**config.mk**
```make
export PLATFORM = sky130hd
export DESIGN_NAME = spi_bus_arbiter_flat
export DESIGN_NICKNAME = d
export VERILOG_FILES = /design/src/rtl/spi_bus_arbiter_pkg.sv /design/src/rtl/spi_bus_arbiter_if.sv /design/src/rtl/spi_bus_arbiter_rr_pick3.sv /design/src/rtl/spi_bus_arbiter.sv /design/src/flat_wrapper.sv
export SDC_FILE = /design/constraint.sdc
export NUM_CORES = 1
export LEC_CHECK = 0
export CORE_ASPECT_RATIO = 1.75
export CORE_MARGIN = 2
export CORE_UTILIZATION = 41
export CTS_BUF_LIST = sky130_fd_sc_hd__clkbuf_2
export CTS_CLUSTER_SIZE = 30
export DETAILED_ROUTE_END_ITERATION = 8
export GPL_TIMING_DRIVEN = 0
export HOLD_SLACK_MARGIN = 0.02
export PLACE_DENSITY_LB_ADDON = 0.08
export SLEW_MARGIN = 20
export SYNTH_ARGS = -nofsm -noshare
export SYNTH_HDL_FRONTEND = slang
export SYNTH_HIERARCHICAL = 1
export SYNTH_SLANG_ARGS = --single-unit
```
**constraint.sdc**
```tcl
create_clock -name clk -period 2 [get_ports clk]
set_input_delay 0.6 -clock clk [delete_from_list [all_inputs] [get_ports clk]]
set_output_delay 0.6 -clock clk [all_outputs]
set_load 0.02 [all_outputs]
```
**src/rtl/spi_bus_arbiter_pkg.sv**
```systemverilog
// spi_bus_arbiter_pkg: shared state encodings, client indices and round-robin helper
package spi_bus_arbiter_pkg;

    localparam int NUM_CLI   = 3;
    localparam int CLI_FLASH = 0;
    localparam int CLI_MMC   = 1;
    localparam int CLI_RTC   = 2;

    localparam logic [2:0] ST_IDLE  = 3'd0;
    localparam logic [2:0] ST_SETUP = 3'd1;
    localparam logic [2:0] ST_OWN   = 3'd2;
    localparam logic [2:0] ST_XFER  = 3'd3;
    localparam logic [2:0] ST_GAP   = 3'd4;

    typedef logic [1:0] cli_idx_t;

    function automatic cli_idx_t rr_next(input cli_idx_t i);
        return (i >= 2'(NUM_CLI - 1)) ? 2'd0 : i + 2'd1;
    endfunction

endpackage

```
**src/rtl/spi_bus_arbiter_if.sv**
```systemverilog
// spi_bus_arbiter_if: client and engine handshake signals around the arbiter
interface spi_bus_arbiter_if;

    logic [2:0]  cli_sel;
    logic [2:0]  cli_req;
    logic [2:0]  cli_ack;
    logic [23:0] cli_d;
    logic [2:0]  cli_speed;
    logic [7:0]  cli_q;
    logic [2:0]  grant;
    logic        busy;
    logic [2:0]  cs_out;
    logic        spi_req;
    logic        spi_ack;
    logic [7:0]  spi_d;
    logic [7:0]  spi_q;
    logic        spi_speed;

    modport master (
        input  cli_sel, cli_req, cli_d, cli_speed, spi_ack, spi_q,
        output cli_ack, cli_q, grant, busy, cs_out, spi_req, spi_d, spi_speed
    );

    modport slave (
        output cli_sel, cli_req, cli_d, cli_speed, spi_ack, spi_q,
        input  cli_ack, cli_q, grant, busy, cs_out, spi_req, spi_d, spi_speed
    );

endinterface

```
**src/rtl/spi_bus_arbiter_rr_pick3.sv**
```systemverilog
// rr_pick3: combinational round-robin picker, scanning from the client after the last owner
module rr_pick3
    import spi_bus_arbiter_pkg::*;
(
    input  logic [2:0] i_req,
    input  cli_idx_t   i_ptr,
    output logic [2:0] o_gnt,
    output cli_idx_t   o_idx
);

    cli_idx_t w_c1;
    cli_idx_t w_c2;
    cli_idx_t w_c3;

    assign w_c1  = rr_next(i_ptr);
    assign w_c2  = rr_next(w_c1);
    assign w_c3  = rr_next(w_c2);
    assign o_idx = i_req[w_c1] ? w_c1 : i_req[w_c2] ? w_c2 : w_c3;
    assign o_gnt = (|i_req) ? 3'b001 << o_idx : 3'b000;

endmodule

```
**src/rtl/spi_bus_arbiter.sv**
```systemverilog
// spi_bus_arbiter: grants chip-select sessions round-robin and forwards owner bytes to the SPI engine
module spi_bus_arbiter
    import spi_bus_arbiter_pkg::*;
#(
    parameter int         CS_SETUP    = 2,
    parameter int         CS_GAP      = 4,
    parameter logic [2:0] CS_ACT_HIGH = 3'b100
) (
    input logic          clk,
    input logic          reset_n,
    spi_bus_arbiter_if.master bus
);

    localparam int MAXC = (CS_SETUP > CS_GAP) ? CS_SETUP : CS_GAP;
    localparam int CW   = (MAXC < 1) ? 1 : $clog2(MAXC + 1);
    localparam logic [CW-1:0] SETUP_LD = CW'((CS_SETUP > 0) ? CS_SETUP - 1 : 0);
    localparam logic [CW-1:0] GAP_LD   = CW'((CS_GAP > 0) ? CS_GAP - 1 : 0);

    logic [2:0]    r_state;
    logic [CW-1:0] r_cnt;
    cli_idx_t      r_ptr;
    cli_idx_t      r_own;
    logic [2:0]    r_grant;
    logic [2:0]    r_ack;
    logic [7:0]    r_q;
    logic [7:0]    r_spi_d;
    logic          r_spi_req;
    logic          r_spi_speed;
    logic [2:0]    w_gnt;
    cli_idx_t      w_idx;
    logic          w_pend;

    rr_pick3 u_pick (
        .i_req (bus.cli_sel),
        .i_ptr (r_ptr),
        .o_gnt (w_gnt),
        .o_idx (w_idx)
    );

    assign w_pend = bus.cli_req[r_own] != r_ack[r_own];

    // Session FSM; reset resyncs both toggle pairs so nothing is left pending or in flight
    always_ff @(posedge clk) begin
        if (!reset_n) begin
            r_state     <= ST_IDLE;
            r_cnt       <= '0;
            r_ptr       <= 2'd2;
            r_own       <= '0;
            r_grant     <= '0;
            r_ack       <= bus.cli_req;
            r_q         <= '0;
            r_spi_d     <= '0;
            r_spi_req   <= bus.spi_ack;
            r_spi_speed <= 1'b0;
        end else begin
            case (r_state)
                ST_IDLE: if (|bus.cli_sel) begin
                    r_grant <= w_gnt;
                    r_own   <= w_idx;
                    r_ptr   <= w_idx;
                    r_cnt   <= SETUP_LD;
                    r_state <= (CS_SETUP == 0) ? ST_OWN : ST_SETUP;
                end
                ST_SETUP: if (r_cnt == '0) r_state <= ST_OWN;
                          else r_cnt <= r_cnt - CW'(1);
                ST_OWN: if (w_pend) begin
                    r_spi_d     <= bus.cli_d[{r_own, 3'b000} +: 8];
                    r_spi_speed <= bus.cli_speed[r_own];
                    r_spi_req   <= ~r_spi_req;
                    r_state     <= ST_XFER;
                end else if (!bus.cli_sel[r_own]) begin
                    r_grant <= '0;
                    r_cnt   <= GAP_LD;
                    r_state <= (CS_GAP == 0) ? ST_IDLE : ST_GAP;
                end
                ST_XFER: if (bus.spi_ack == r_spi_req) begin
                    r_q          <= bus.spi_q;
                    r_ack[r_own] <= ~r_ack[r_own];
                    r_state      <= ST_OWN;
                end
                ST_GAP: if (r_cnt == '0) r_state <= ST_IDLE;
                        else r_cnt <= r_cnt - CW'(1);
                default: r_state <= ST_IDLE;
            endcase
        end
    end

    assign bus.cli_ack   = r_ack;
    assign bus.cli_q     = r_q;
    assign bus.grant     = r_grant;
    assign bus.busy      = r_state != ST_IDLE;
    assign bus.cs_out    = ~(r_grant ^ CS_ACT_HIGH);
    assign bus.spi_req   = r_spi_req;
    assign bus.spi_d     = r_spi_d;
    assign bus.spi_speed = r_spi_speed;

endmodule
```
**src/flat_wrapper.sv**
```systemverilog
// flat-port wrapper written by rule: the top's interface ports become plain ports
module spi_bus_arbiter_flat import spi_bus_arbiter_pkg::*;
#(
    parameter int         CS_SETUP    = 2,
    parameter int         CS_GAP      = 4,
    parameter logic [2:0] CS_ACT_HIGH = 3'b100
)
  (clk, reset_n, bus_cli_sel, bus_cli_req, bus_cli_d, bus_cli_speed, bus_spi_ack, bus_spi_q, bus_cli_ack, bus_cli_q, bus_grant, bus_busy, bus_cs_out, bus_spi_req, bus_spi_d, bus_spi_speed);
  spi_bus_arbiter_if bus_i ();
  input logic clk;
  input logic reset_n;
  input wire logic [$bits(bus_i.cli_sel)-1:0] bus_cli_sel;
  input wire logic [$bits(bus_i.cli_req)-1:0] bus_cli_req;
  input wire logic [$bits(bus_i.cli_d)-1:0] bus_cli_d;
  input wire logic [$bits(bus_i.cli_speed)-1:0] bus_cli_speed;
  input wire logic [$bits(bus_i.spi_ack)-1:0] bus_spi_ack;
  input wire logic [$bits(bus_i.spi_q)-1:0] bus_spi_q;
  output wire logic [$bits(bus_i.cli_ack)-1:0] bus_cli_ack;
  output wire logic [$bits(bus_i.cli_q)-1:0] bus_cli_q;
  output wire logic [$bits(bus_i.grant)-1:0] bus_grant;
  output wire logic [$bits(bus_i.busy)-1:0] bus_busy;
  output wire logic [$bits(bus_i.cs_out)-1:0] bus_cs_out;
  output wire logic [$bits(bus_i.spi_req)-1:0] bus_spi_req;
  output wire logic [$bits(bus_i.spi_d)-1:0] bus_spi_d;
  output wire logic [$bits(bus_i.spi_speed)-1:0] bus_spi_speed;
  assign bus_i.cli_sel = bus_cli_sel;
  assign bus_i.cli_req = bus_cli_req;
  assign bus_i.cli_d = bus_cli_d;
  assign bus_i.cli_speed = bus_cli_speed;
  assign bus_i.spi_ack = bus_spi_ack;
  assign bus_i.spi_q = bus_spi_q;
  assign bus_cli_ack = bus_i.cli_ack;
  assign bus_cli_q = bus_i.cli_q;
  assign bus_grant = bus_i.grant;
  assign bus_busy = bus_i.busy;
  assign bus_cs_out = bus_i.cs_out;
  assign bus_spi_req = bus_i.spi_req;
  assign bus_spi_d = bus_i.spi_d;
  assign bus_spi_speed = bus_i.spi_speed;
  spi_bus_arbiter #(.CS_SETUP(CS_SETUP), .CS_GAP(CS_GAP), .CS_ACT_HIGH(CS_ACT_HIGH)) u_core (.clk(clk), .reset_n(reset_n), .bus(bus_i));
endmodule
```
-- After elaboration in Yosys (flattened, before gate mapping)
Cells that the tools add are included.
- $add $sub $neg: 4
- $lt $le $gt $ge: 7
- eq/ne operators: 18
- shift-type cells: 2
- mux-type cells: 41
- bitwise operators: 4
- reduce and logical (&&, ||, !) cells: 16
- operator list (operator ; count):
    3-bit 2-to-1 mux ; 15
    24-bit by 6-bit variable part select with 8-bit output ; 1
    2-bit by 1-bit != test with 1-bit output (second input constant) ; 8
    3-bit case mux with 5 select lines ; 1
    1-bit binary-select mux with 2-bit select ; 6
    1-bit 2-to-1 mux ; 10
    2-bit 2-to-1 mux ; 5
    2-bit AND reduction ; 5
    5-bit AND reduction ; 2
    2-bit by 3-bit less-than comparator with 1-bit output (second input constant) ; 3
    3-bit case mux with 3 select lines ; 1
    2-bit by 1-bit adder with 2-bit output (second input constant) ; 3
    3-bit by 2-bit == test with 1-bit output (second input constant) ; 2
    2-bit >= comparator (second input constant) ; 3
    3-bit zero test ; 2
    2-bit != test (second input constant) ; 3
    3-bit case mux with 2 select lines ; 1
    3-bit nonzero test ; 2
    4-bit AND reduction ; 1
    3-bit bitwise mux ; 1
    3-bit by 1-bit == test with 1-bit output (second input constant) ; 1
    3-bit == test (second input constant) ; 1
    3-bit by 2-bit != test with 1-bit output (second input constant) ; 1
    1-bit inverter ; 3
    other kinds (11) ; 11
- register bits after elaboration: 34
- word-level logic and storage cells: 102

-- Longest topological paths before layout
Gate-level depths: netlist of run 1.
- depth in word-level cells: 11
- gate-level depth with buffers: 6
- gate-level depth less buffers: 6

-- Modules after synthesis
Netlist of run 1, hierarchy kept.
- by module, submodules not included (module ; times used ; cells each ; area an instance (um^2) ; seq. area each (um^2)):
    spi_bus_arbiter ; 1 ; 208 ; 1774.2 ; 700.7
    rr_pick3 ; 1 ; 17 ; 92.6 ; 0.0

-- Worst setup path before layout of run 1
OpenSTA, ideal clock, no wires.
- kind: input -> register
- start: input port bus_cli_sel[1]
- end: register u_core.r_cnt[1]
- library setup time: 0.103 ns
- arrival: 1.821 ns
- data required time: 1.897 ns
- path slack: 0.076 ns
- stages: 4
- cell sequence: or4_4 > and2_4 > o221a_1 > a2111oi_2
- cells in the longest elaborated chain, start to end: 4
- elaborated cells on any way between the ends: 6
- those cells by class: 2 x eq/ne; 2 x mux; 2 x reduce/logical
- RTL lines (element ; RTL line ; source):
    from (decl) ; flat_wrapper.sv:12 ; input wire logic [$bits(bus_i.cli_sel)-1:0] bus_cli_sel;
    1-bit binary-select mux with 2-bit select ; spi_bus_arbiter.sv:71 ; end else if (!bus.cli_sel[r_own]) begin
    1-bit 2-to-1 mux (not written as such) ; spi_bus_arbiter.sv:71 ;
    2-bit != test (no line) ; - ;
    5-bit AND reduction (no line) * ; - ;
    to (signal assigned) ; spi_bus_arbiter.sv:65 ; else r_cnt <= r_cnt - CW'(1);
    to (signal assigned) ; spi_bus_arbiter.sv:82 ; else r_cnt <= r_cnt - CW'(1);
    to (decl) ; spi_bus_arbiter.sv:20 ; logic [CW-1:0] r_cnt;
Mark *: on every way between the ends. The rest lies on a longest branch, timed or not. The select of a mux whose other input is x is not followed.
A chain may end at the register's enable or synchronous reset.

-- Worst setup path after layout of run 1
- start: register u_core.r_state[0]
- end: output port bus_busy
- cells in the longest elaborated chain, start to end: 1
- RTL lines (element ; RTL line ; source):
    from (decl) ; spi_bus_arbiter.sv:19 ; logic [2:0] r_state;
    from (signal assigned) ; spi_bus_arbiter.sv:62 ; r_state <= (CS_SETUP == 0) ? ST_OWN : ST_SETUP;
    from (signal assigned) ; spi_bus_arbiter.sv:74 ; r_state <= (CS_GAP == 0) ? ST_IDLE : ST_GAP;
    3-bit nonzero test ; spi_bus_arbiter.sv:91 ; assign bus.busy = r_state != ST_IDLE;
    to (decl) ; flat_wrapper.sv:21 ; output wire logic [$bits(bus_i.busy)-1:0] bus_busy;
No other way between the ends.

==> results of run 1 <==
-- worst register-to-register path, stage by stage (launching register included) --
cell and delay [ns]:
dfxtp_1 0.51, nor2b_1 0.37, a22oi_2 0.09, buf_4 0.18, a21o_1 0.30, nand2_1 0.12
-- final cells by class --
| cell class | count | area [µm²] |
|---|---|---|
| timing repair buffer | 73 | 756 |
| sequential | 33 | 704 |
| clock inverter | 3 | 12.5 |
| fill | 419 | 1680 |
| buffer | 12 | 55.1 |
| tap | 51 | 63.8 |
| inverter | 16 | 60.1 |
| clock buffer | 5 | 25.0 |
| multi-input combinational | 161 | 1050 |
-- cells in the mapped netlist (2+ instances only) --
| library cell | n |
|---|---|
| a22o_1 | 2 |
| nor3_1 | 5 |
| clkbuf_1 | 11 |
| o221a_1 | 2 |
| o21ai_1 | 3 |
| xnor2_1 | 2 |
| nor2b_1 | 6 |
| o21ai_0 | 3 |
| edfxtp_1 | 4 |
| inv_2 | 2 |
| o2bb2ai_1 | 9 |
| a21oi_1 | 14 |
| nand2_1 | 35 |
| dfxtp_1 | 29 |
| xor2_1 | 3 |
| nand2b_1 | 3 |
| mux2i_1 | 11 |
| a31o_1 | 2 |
| nor2_1 | 13 |
| ha_1 | 2 |
| buf_2 | 2 |
| o21a_1 | 2 |
| nor3b_1 | 3 |
| inv_1 | 14 |
| and3_1 | 2 |
| a211oi_1 | 19 |
| a32o_1 | 3 |
| nand3_1 | 2 |
-- what timing repair did --
action,CTS,global route
resized for setup,14,25
pin swaps,0,1
buffers inserted,0,2
setup endpoints to repair,20,32
-- state kept, by name, summed over array words and instances (netlist names) --
name and cells:
u_core/bus.cli_ack 3, u_core/bus.cli_q 8, u_core/bus.grant 3, u_core/bus.spi_d 8, u_core/bus.spi_req 1, u_core/bus.spi_speed 1
u_core/r_cnt 3, u_core/r_own 1, u_core/r_ptr 2, u_core/r_state 3
-- cells in the final DEF (no fill, tap or decap), types with 4 or more instances in the layout --
| cell | instances |
|---|---|
| a211oi_1 | 19 |
| a21oi_1 | 14 |
| buf_2 | 4 |
| clkbuf_1 | 6 |
| clkbuf_2 | 7 |
| clkdlybuf4s50_1 | 44 |
| dfxtp_1 | 28 |
| dlygate4sd2_1 | 8 |
| dlymetal6s2s_1 | 18 |
| edfxtp_1 | 4 |
| inv_1 | 14 |
| mux2i_1 | 11 |
| nand2_1 | 35 |
| nor2_1 | 13 |
| nor2b_1 | 6 |
| nor3_1 | 5 |
| o2bb2ai_1 | 9 |
-- path summary, 6_finish.rpt --
check	from	to	slack (ns)	depth (start not counted)
worst max-delay path	u_core/r_state[0]	bus_busy	0.06	2
worst max register to register	u_core/r_ptr[0]	u_core/bus.spi_req	0.20	5
worst min register to register	u_core/bus.cli_q[5]	u_core/bus.cli_q[5]	0.46	2
worst min-delay path	u_core/bus.cli_q[5]	u_core/bus.cli_q[5]	0.46	2
-- metal layers --
| layer | part of all wire (%) | track usage (%) | vias to the layer above | wire (µm) |
|---|---|---|---|---|
| met2 | 53 | 38.9 | 53 | 2740 |
| met4 | 1.6 | 7.93 | 0 | 80 |
| met5 | 0 | 0 | - | 0 |
| li1 | - | - | 962 | - |
| met3 | 4.4 | 4.47 | 7 | 227 |
| met1 | 41 | 25.2 | 891 | 2110 |
-- report_power, final --
part | leakage (nW) | internal, mW | switching [mW]
logic | 0.941 | 0.553 | 0.694
registers | 0.277 | 0.799 | 0.103
clock network | 0.0278 | 0.0766 | 0.222
-- cell families (layout without fill, tap and decap cells) --
family,count (synthesis),after routing,synth area share (%)
AO/OA/AOI/OAI,68,68,26.9
XOR/XNOR,5,5,2.35
adder cells (fa/ha/maj),2,2,1.34
buffers and inverters,31,109,6.57
flip-flops,33,33,37.5
multiplexers,11,11,5.90
AND/OR/NAND/NOR,75,75,19.4
-- stage by stage --
| stage | utilization (%) | setup slack [ns] | setup TNS (ns) | area, µm² | power, mW |
|---|---|---|---|---|---|
| after floorplan | - | 0.0759 | 0 | 1870 | 1.71 |
| after global placement | 60.0 | -0.681 | -12.10 | 2640 | 2.15 |
| final | 61.9 | 0.0590 | 0 | 2730 | 2.45 |
| after detailed placement | 60.0 | -0.699 | -12.83 | 2640 | 2.16 |
| after global routing | 61.9 | -0.0176 | -0.0176 | 2730 | 2.62 |
| after CTS | 60.6 | -0.0562 | -0.0562 | 2670 | 2.45 |
==> summary by stage, run 1 <==
Placement
The placed wire-length estimate is 3830 µm. The weighted congestion reported at the end of routability-driven placement is 0.840. The count of port buffers added during placement is 71. The count of placed standard cells including taps is 347.

Worst setup path
The critical path required time is 1.40 ns. For this run, the slowest stage of the critical path takes 0.40 ns. The cell family contributing the most delay on the critical path is flip-flops. The worst setup path is captured at an output pin. The critical path start-end classification is reg -> out. The largest fanout of any net on the critical path is 7. The number of buffer and inverter stages on the critical path is 1. Walking the worst path, the cells encountered are or3_1, buf_2. The slowest stage of the critical path belongs to the cell dfxtp_4. The worst setup path is launched from a flip-flop.

For the worst setup path, the data arrival time is 1.34 ns.

Routing
In the final routed layout, each cell accounts on average for 14.6 µm. After detailed routing, the total wire length is 5160 µm. For this run, the detailed router's first-pass iteration total came to 4. The detail route stage leaves a number of antenna-violating nets equal to 0. The number of vias after detailed routing is 1913.

After detailed routing, the number of remaining DRC violations is 0. The detailed router's first-iteration violation count is 33. After detailed routing, the number of vias per cell comes to 5.40.

Global routing
The pin count of the biggest net entering global routing is 11. The first global-routing pass estimated 8290 µm of wire. The number of global-route vias before repair was 1773. The initial antenna violation count is 0. The overflow left after global routing is 0. Global routing consumed, over all layers together, 22.2% of the routing resources.

Cells and area
The number of antenna diodes is 0. The finished layout holds 354 standard cells, fillers aside. In the final layout, the share of cells above drive strength 1 is 7.59%. Relative to the synthesized area, the layout overhead comes to 46.0%.

The net count reported at finish is 348.

Floorplanning
The die area is 5130 µm². The standard-cell row count is 32. The number of primary I/O pins is 72. Once the floorplan was initialized, standard cells occupied 42.4% of the core. The core region is 4400 µm².

The overall die width is 55.0 µm. The floorplan step set the die height to 93.3 µm.

Synthesis
The fraction of post-synthesis cell area in the top cell type by area is 31.1%. Sorting the synthesized cells by area gives the leading types as dfxtp_1, a211oi_1, nand2_1. The mapped netlist covers 1870 µm². In the synthesized netlist the dominant register cell turns out to be dfxtp_1.

In the synthesized netlist, the number of instances is 225. The synthesized netlist contains 45 unique library cells. The leading area contributor after synthesis is dfxtp_1. The synthesized design contains 33 register bits. For this run, the register share of the synthesized area comes to 37.5%.

The number of nets produced by synthesis is 271. Counting flops with a built-in enable in the synthesized netlist gives 4. During synthesis, Yosys emitted a total of 6 warnings.

In the synthesized netlist the async set-or-reset flop fraction comes to 0%. The mean instance size in the synthesized netlist is 8.30 µm².

STA
The minimum clock period is 1.94 ns. Of the available clock period, the critical path in the final layout requires 97.1%. The final hold violation count is 0.

The worst hold slack is 0.464 ns. The relative max-transition margin is 64.8%. Setup repair after global routing could not meet its margin everywhere. Across the routed clock network, the largest skew measured is 0.0159 ns. Based on the critical path, the design can be clocked at up to 515 MHz. Setup violations remaining at the end of the flow were counted as 0. The number of max-slew violations in the final report was 0. The transition time at the pin with the least slew margin is 0.527 ns.

Power
Summed over all cells, the static leakage comes to 1.25 nW. Dividing total power by cell area gives a power density of 898 nW/µm². The highest ir drop seen on vdd is 0.560 mV.

CTS
The maximum level of the CTS H-tree is 2. The maximum count of clock buffers along a single path is 2. The cell sitting at the root of the clock tree is a clkbuf_2. The clock sink total is 33. The number of buffers inserted during clock tree synthesis is 5. The clock transition at the registers of the reported paths is 0.17 ns.

After clock tree synthesis, the flow added hold-fix buffers numbering 0. The CTS tree is done. The clock latency at the later pin of the worst-skew pair is 0.36 ns.

Hold path
In this run the worst hold path is classified as reg -> reg.

Job
The max-capacitance violation count is 0.

Outcome
The flow ran to the end, and the final reports show no timing, DRC or antenna violations.
Note: power is estimated with default switching activity, not from simulation.
==> run 2, diff against run 1 <==
--- a/config.mk
+++ b/config.mk
@@ -5,6 +5,7 @@
 export SDC_FILE = /design/constraint.sdc
 export NUM_CORES = 1
 export LEC_CHECK = 0
+export ABC_AREA = 1
 export CORE_ASPECT_RATIO = 1.75
 export CORE_MARGIN = 2
 export CORE_UTILIZATION = 41
==> summary by stage, run 2 <==
Outcome
The flow ran to the end, and the final reports show no timing, DRC or antenna violations.

Synthesis
In the post-synthesis netlist, the cell with the most instances is nand2_1. The count of mapped cells out of synthesis came to 295 (+31%). The share of synthesized registers carrying an async set or reset is 0% (unchanged). The number of enable-type register cells in the synthesized netlist is 4 (unchanged). The commonest cells after synthesis are nand2_1, inv_1, nor2_1, dfxtp_1, nand3_1. The count of distinct cell types in the synthesized netlist is 29 (-36%). The fraction of post-synthesis cell area in the top cell type by area is 30.2% (-0.93 points). The mean instance size in the synthesized netlist is 6.52 µm² (-21%).

The synthesis-stage register bit count is 33 (unchanged). For this run, the leading register cell type out of synthesis is dfxtp_1. Ranked by total cell area, the synthesized netlist is headed by dfxtp_1, nand2_1, inv_1. The number of nets produced by synthesis is 341 (+26%). The sequential-to-total area share from yosys stat is 36.4% (-1.1 points).

The count of warnings emitted by yosys is 6 (unchanged). The leading area contributor after synthesis is dfxtp_1. The mapped cell area is 1920 µm² (+3.1%).

CTS
CTS placed an instance of clkbuf_2 at the clock tree root. The maximum count of clock buffers along a single path is 2 (unchanged). The number of hold-repair buffers added at the cts stage is 0 (unchanged). The clock sink total is 33 (unchanged).

The CTS tree is done. The maximum level of the CTS H-tree is 2 (unchanged). The clock latency at the later pin of the worst-skew pair came to 0.37 ns (about the same).

The clock transition at the registers of the reported paths was 0.17 ns (about the same). The number of buffers inserted during clock tree synthesis was 5 (unchanged).

Routing
The sum of routed wire length over all layers came to 5250 µm (+1.7%). The via count normalized by instance count is 4.87 (-10%). The detailed router's first-iteration violation count is 44 (+33%).

The first-pass iteration count of the detailed router is 4 (unchanged). The detail-routed net length per standard cell is 12.3 µm (-15%). The number of vias after detailed routing is 2073 (+8.4%). The count of antenna-violating nets left after detailed routing came to 0 (unchanged).

The DRC violations left is 0 (unchanged).

Cells and area
The proportion of layout cells with a drive suffix above 1 is 9.63% (+2.0 points). The layout-stage area growth over the synthesis result is 44.5%. The number of standard cells in the final layout excluding fillers was 426 (+20%). The most common library cell in the layout ignoring fill and taps is nand2_1. The net count reported at finish was 419 (+20%).

The number of antenna diodes is 0 (unchanged). The final design utilization is 60.7% (-1.2 points). The library cells used most frequently in the layout, excluding fill and tap cells, are nand2_1, clkdlybuf4s50_1, inv_1.

Placement
The count of port buffers added during placement was 71 (unchanged). The count of placed standard cells including taps is 418 (+20%). The weighted congestion reported at the end of routability-driven placement is 0.876 (+4.3%). The placed wire-length estimate is 4120 µm (+7.6%).

Floorplanning
The core box area is 4580 µm² (+4.1%). The overall die width is 55.8 µm (+1.4%). The die span in y was 94.6 µm (+1.5%). The number of primary I/O pins is 72 (unchanged). The standard-cell row count is 33 (+3.1%).

The die area is 5280 µm² (+2.9%). The initial cell density of the core was 42.0% (-0.40 points).

STA
The post-route clock period utilization is 96.3% (-0.75 points). The transition time at the pin with the least slew margin was 0.492 ns (-0.0353 ns). The worst clock skew is 0.0219 ns (+0.00597 ns).

The maximum clock frequency is 519 MHz (+0.78%). The relative max-transition margin came to 67.2% (+2.4 points). The accumulated negative setup slack is 0 ns (unchanged). The number of max-slew violations in the final report is 0 (unchanged). The minimum clock period was 1.93 ns (-0.0150 ns). The number of endpoints failing setup at the final stage is 0 (unchanged). Setup repair after global routing left no endpoint under its margin.

The final hold violation count is 0 (unchanged). The worst hold slack is 0.456 ns (-0.00791 ns).

Global routing
The overflow left after global routing was 0 (unchanged). The overall routing resource usage is 21.1% (-1.1 points). The initial antenna violation count is 0 (unchanged).

The pin count of the biggest net entering global routing is 11 (unchanged). The first-pass GRT wire length came to 8800 µm (+6.3%). The number of global-route vias before repair is 1966 (+11%).

Power
The power density of the placed cells was 1150 nW/µm² (+28%). The highest ir drop seen on vdd was 0.630 mV (+13%). The leakage power figure is 1.55 nW (+24%).

Worst setup path
The highest cell delay on the worst timing path was 0.60 ns (+0.20 ns). The worst register-to-register path begins at u_core/r_own[1]. The critical path required time came to 1.40 ns (about the same). The worst setup path is of the reg -> out kind. The critical path startpoint is u_core/bus.spi_d[7]. The critical path endpoint category is an output pin.

The worst endpoint data arrival time is 1.33 ns (about the same). The number of buffer and inverter stages on the critical path is 1 (unchanged). The largest fanout of any net on the critical path was 2 (-5). The worst setup path is launched from a flip-flop. The cell type group with the largest total delay on the critical path is buffers and inverters. The critical path goes through clkdlybuf4s50_1. Among all stages on the critical path, the largest delay is contributed by clkdlybuf4s50_1.

Job
The max-capacitance violation count is 0 (unchanged).

Hold path
The startpoint of the most critical hold path is u_core/bus.spi_d[7]. The path class of the lowest-slack min-delay path is reg -> reg.
-- run 2: cell count changes in the layout (fill, tap and decap cells not counted), moves of 6 or more --
cell,delta
a211oi_1,-19
inv_1,+22
mux2i_1,-11
nand2_1,+48
nand2_2,+6
nand3_1,+20
nand4_1,+7
nor2_1,+20
nor2_2,+6
nor2b_1,-6
o21ai_0,+15
o2bb2ai_1,-9
-- run 2: per-layer routing --
layer | part of all wire, % | up-vias | track usage [%]
met5 | 0 | - | 0
met4 | 1.2 | 0 | 6.10
met3 | 4.7 | 5 | 4.79
met2 | 55 | 52 | 42.1
met1 | 39 | 921 | 21.3
li1 | - | 1095 | -
-- run 2: where the power goes --
part | total, mW | leakage, nW | internal, mW | switching, mW
Clock | 0.305 | 0.0278 | 0.0765 | 0.229
Sequential | 0.988 | 0.278 | 0.848 | 0.139
Combinational | 1.90 | 1.24 | 0.763 | 1.14
-- run 2: path summary, 6_finish.rpt --
check                         to  slack [ns]  cells after the start
max                 bus_spi_d[7]        0.07                      1
min          u_core/bus.spi_d[7]        0.46                      2
max reg2reg   u_core/bus.spi_req        0.24                      8
min reg2reg  u_core/bus.spi_d[7]        0.46                      2
-- run 2: cell families after synthesis --
| kind of cell | count (synthesis) | synth area share [%] |
|---|---|---|
| compound gates | 45 | 12.4 |
| xor+xnor | 2 | 0.910 |
| buf+inv | 50 | 10.9 |
| fa+ha+maj | 2 | 1.30 |
| flops | 33 | 36.4 |
| simple gates | 163 | 38.0 |
-- run 2: cell type report --
cell class | instances | area [µm²]
Buffer | 11 | 63.8
Fill cell | 442 | 1800
Timing Repair Buffer | 71 | 746
Sequential cell | 33 | 704
Inverter | 39 | 146
Clock buffer | 5 | 25.0
Clock inverter | 3 | 12.5
Multi-Input combinational cell | 212 | 1020
Tap cell | 52 | 65.1
-- run 2: repair_timing --
item / in CTS / in global routing
setup buffers: 0 / 0
pin swaps: 0 / 0
resized for setup: 11 / 21
setup endpoints to repair: 8 / 20
-- run 2: metrics by stage --
stage               worst slack, ns  cell area (µm²)  power, mW
floorplan                     0.421             1920       2.31
global route                0.00536             2780       3.52
finish                       0.0740             2780       3.20
detailed placement           -0.217             2700       2.95
CTS                         0.00472             2730       3.24
global placement             -0.202             2700       2.91
==> run 3, diff against run 2 <==
--- a/config.mk
+++ b/config.mk
@@ -10,6 +10,7 @@
 export CORE_MARGIN = 2
 export CORE_UTILIZATION = 41
 export CTS_BUF_LIST = sky130_fd_sc_hd__clkbuf_2
+export CTS_CLUSTER_DIAMETER = 80
 export CTS_CLUSTER_SIZE = 30
 export DETAILED_ROUTE_END_ITERATION = 8
 export GPL_TIMING_DRIVEN = 0
==> results of run 3 <==
The final DEF is identical to that of run 2; final timing and power are the same.
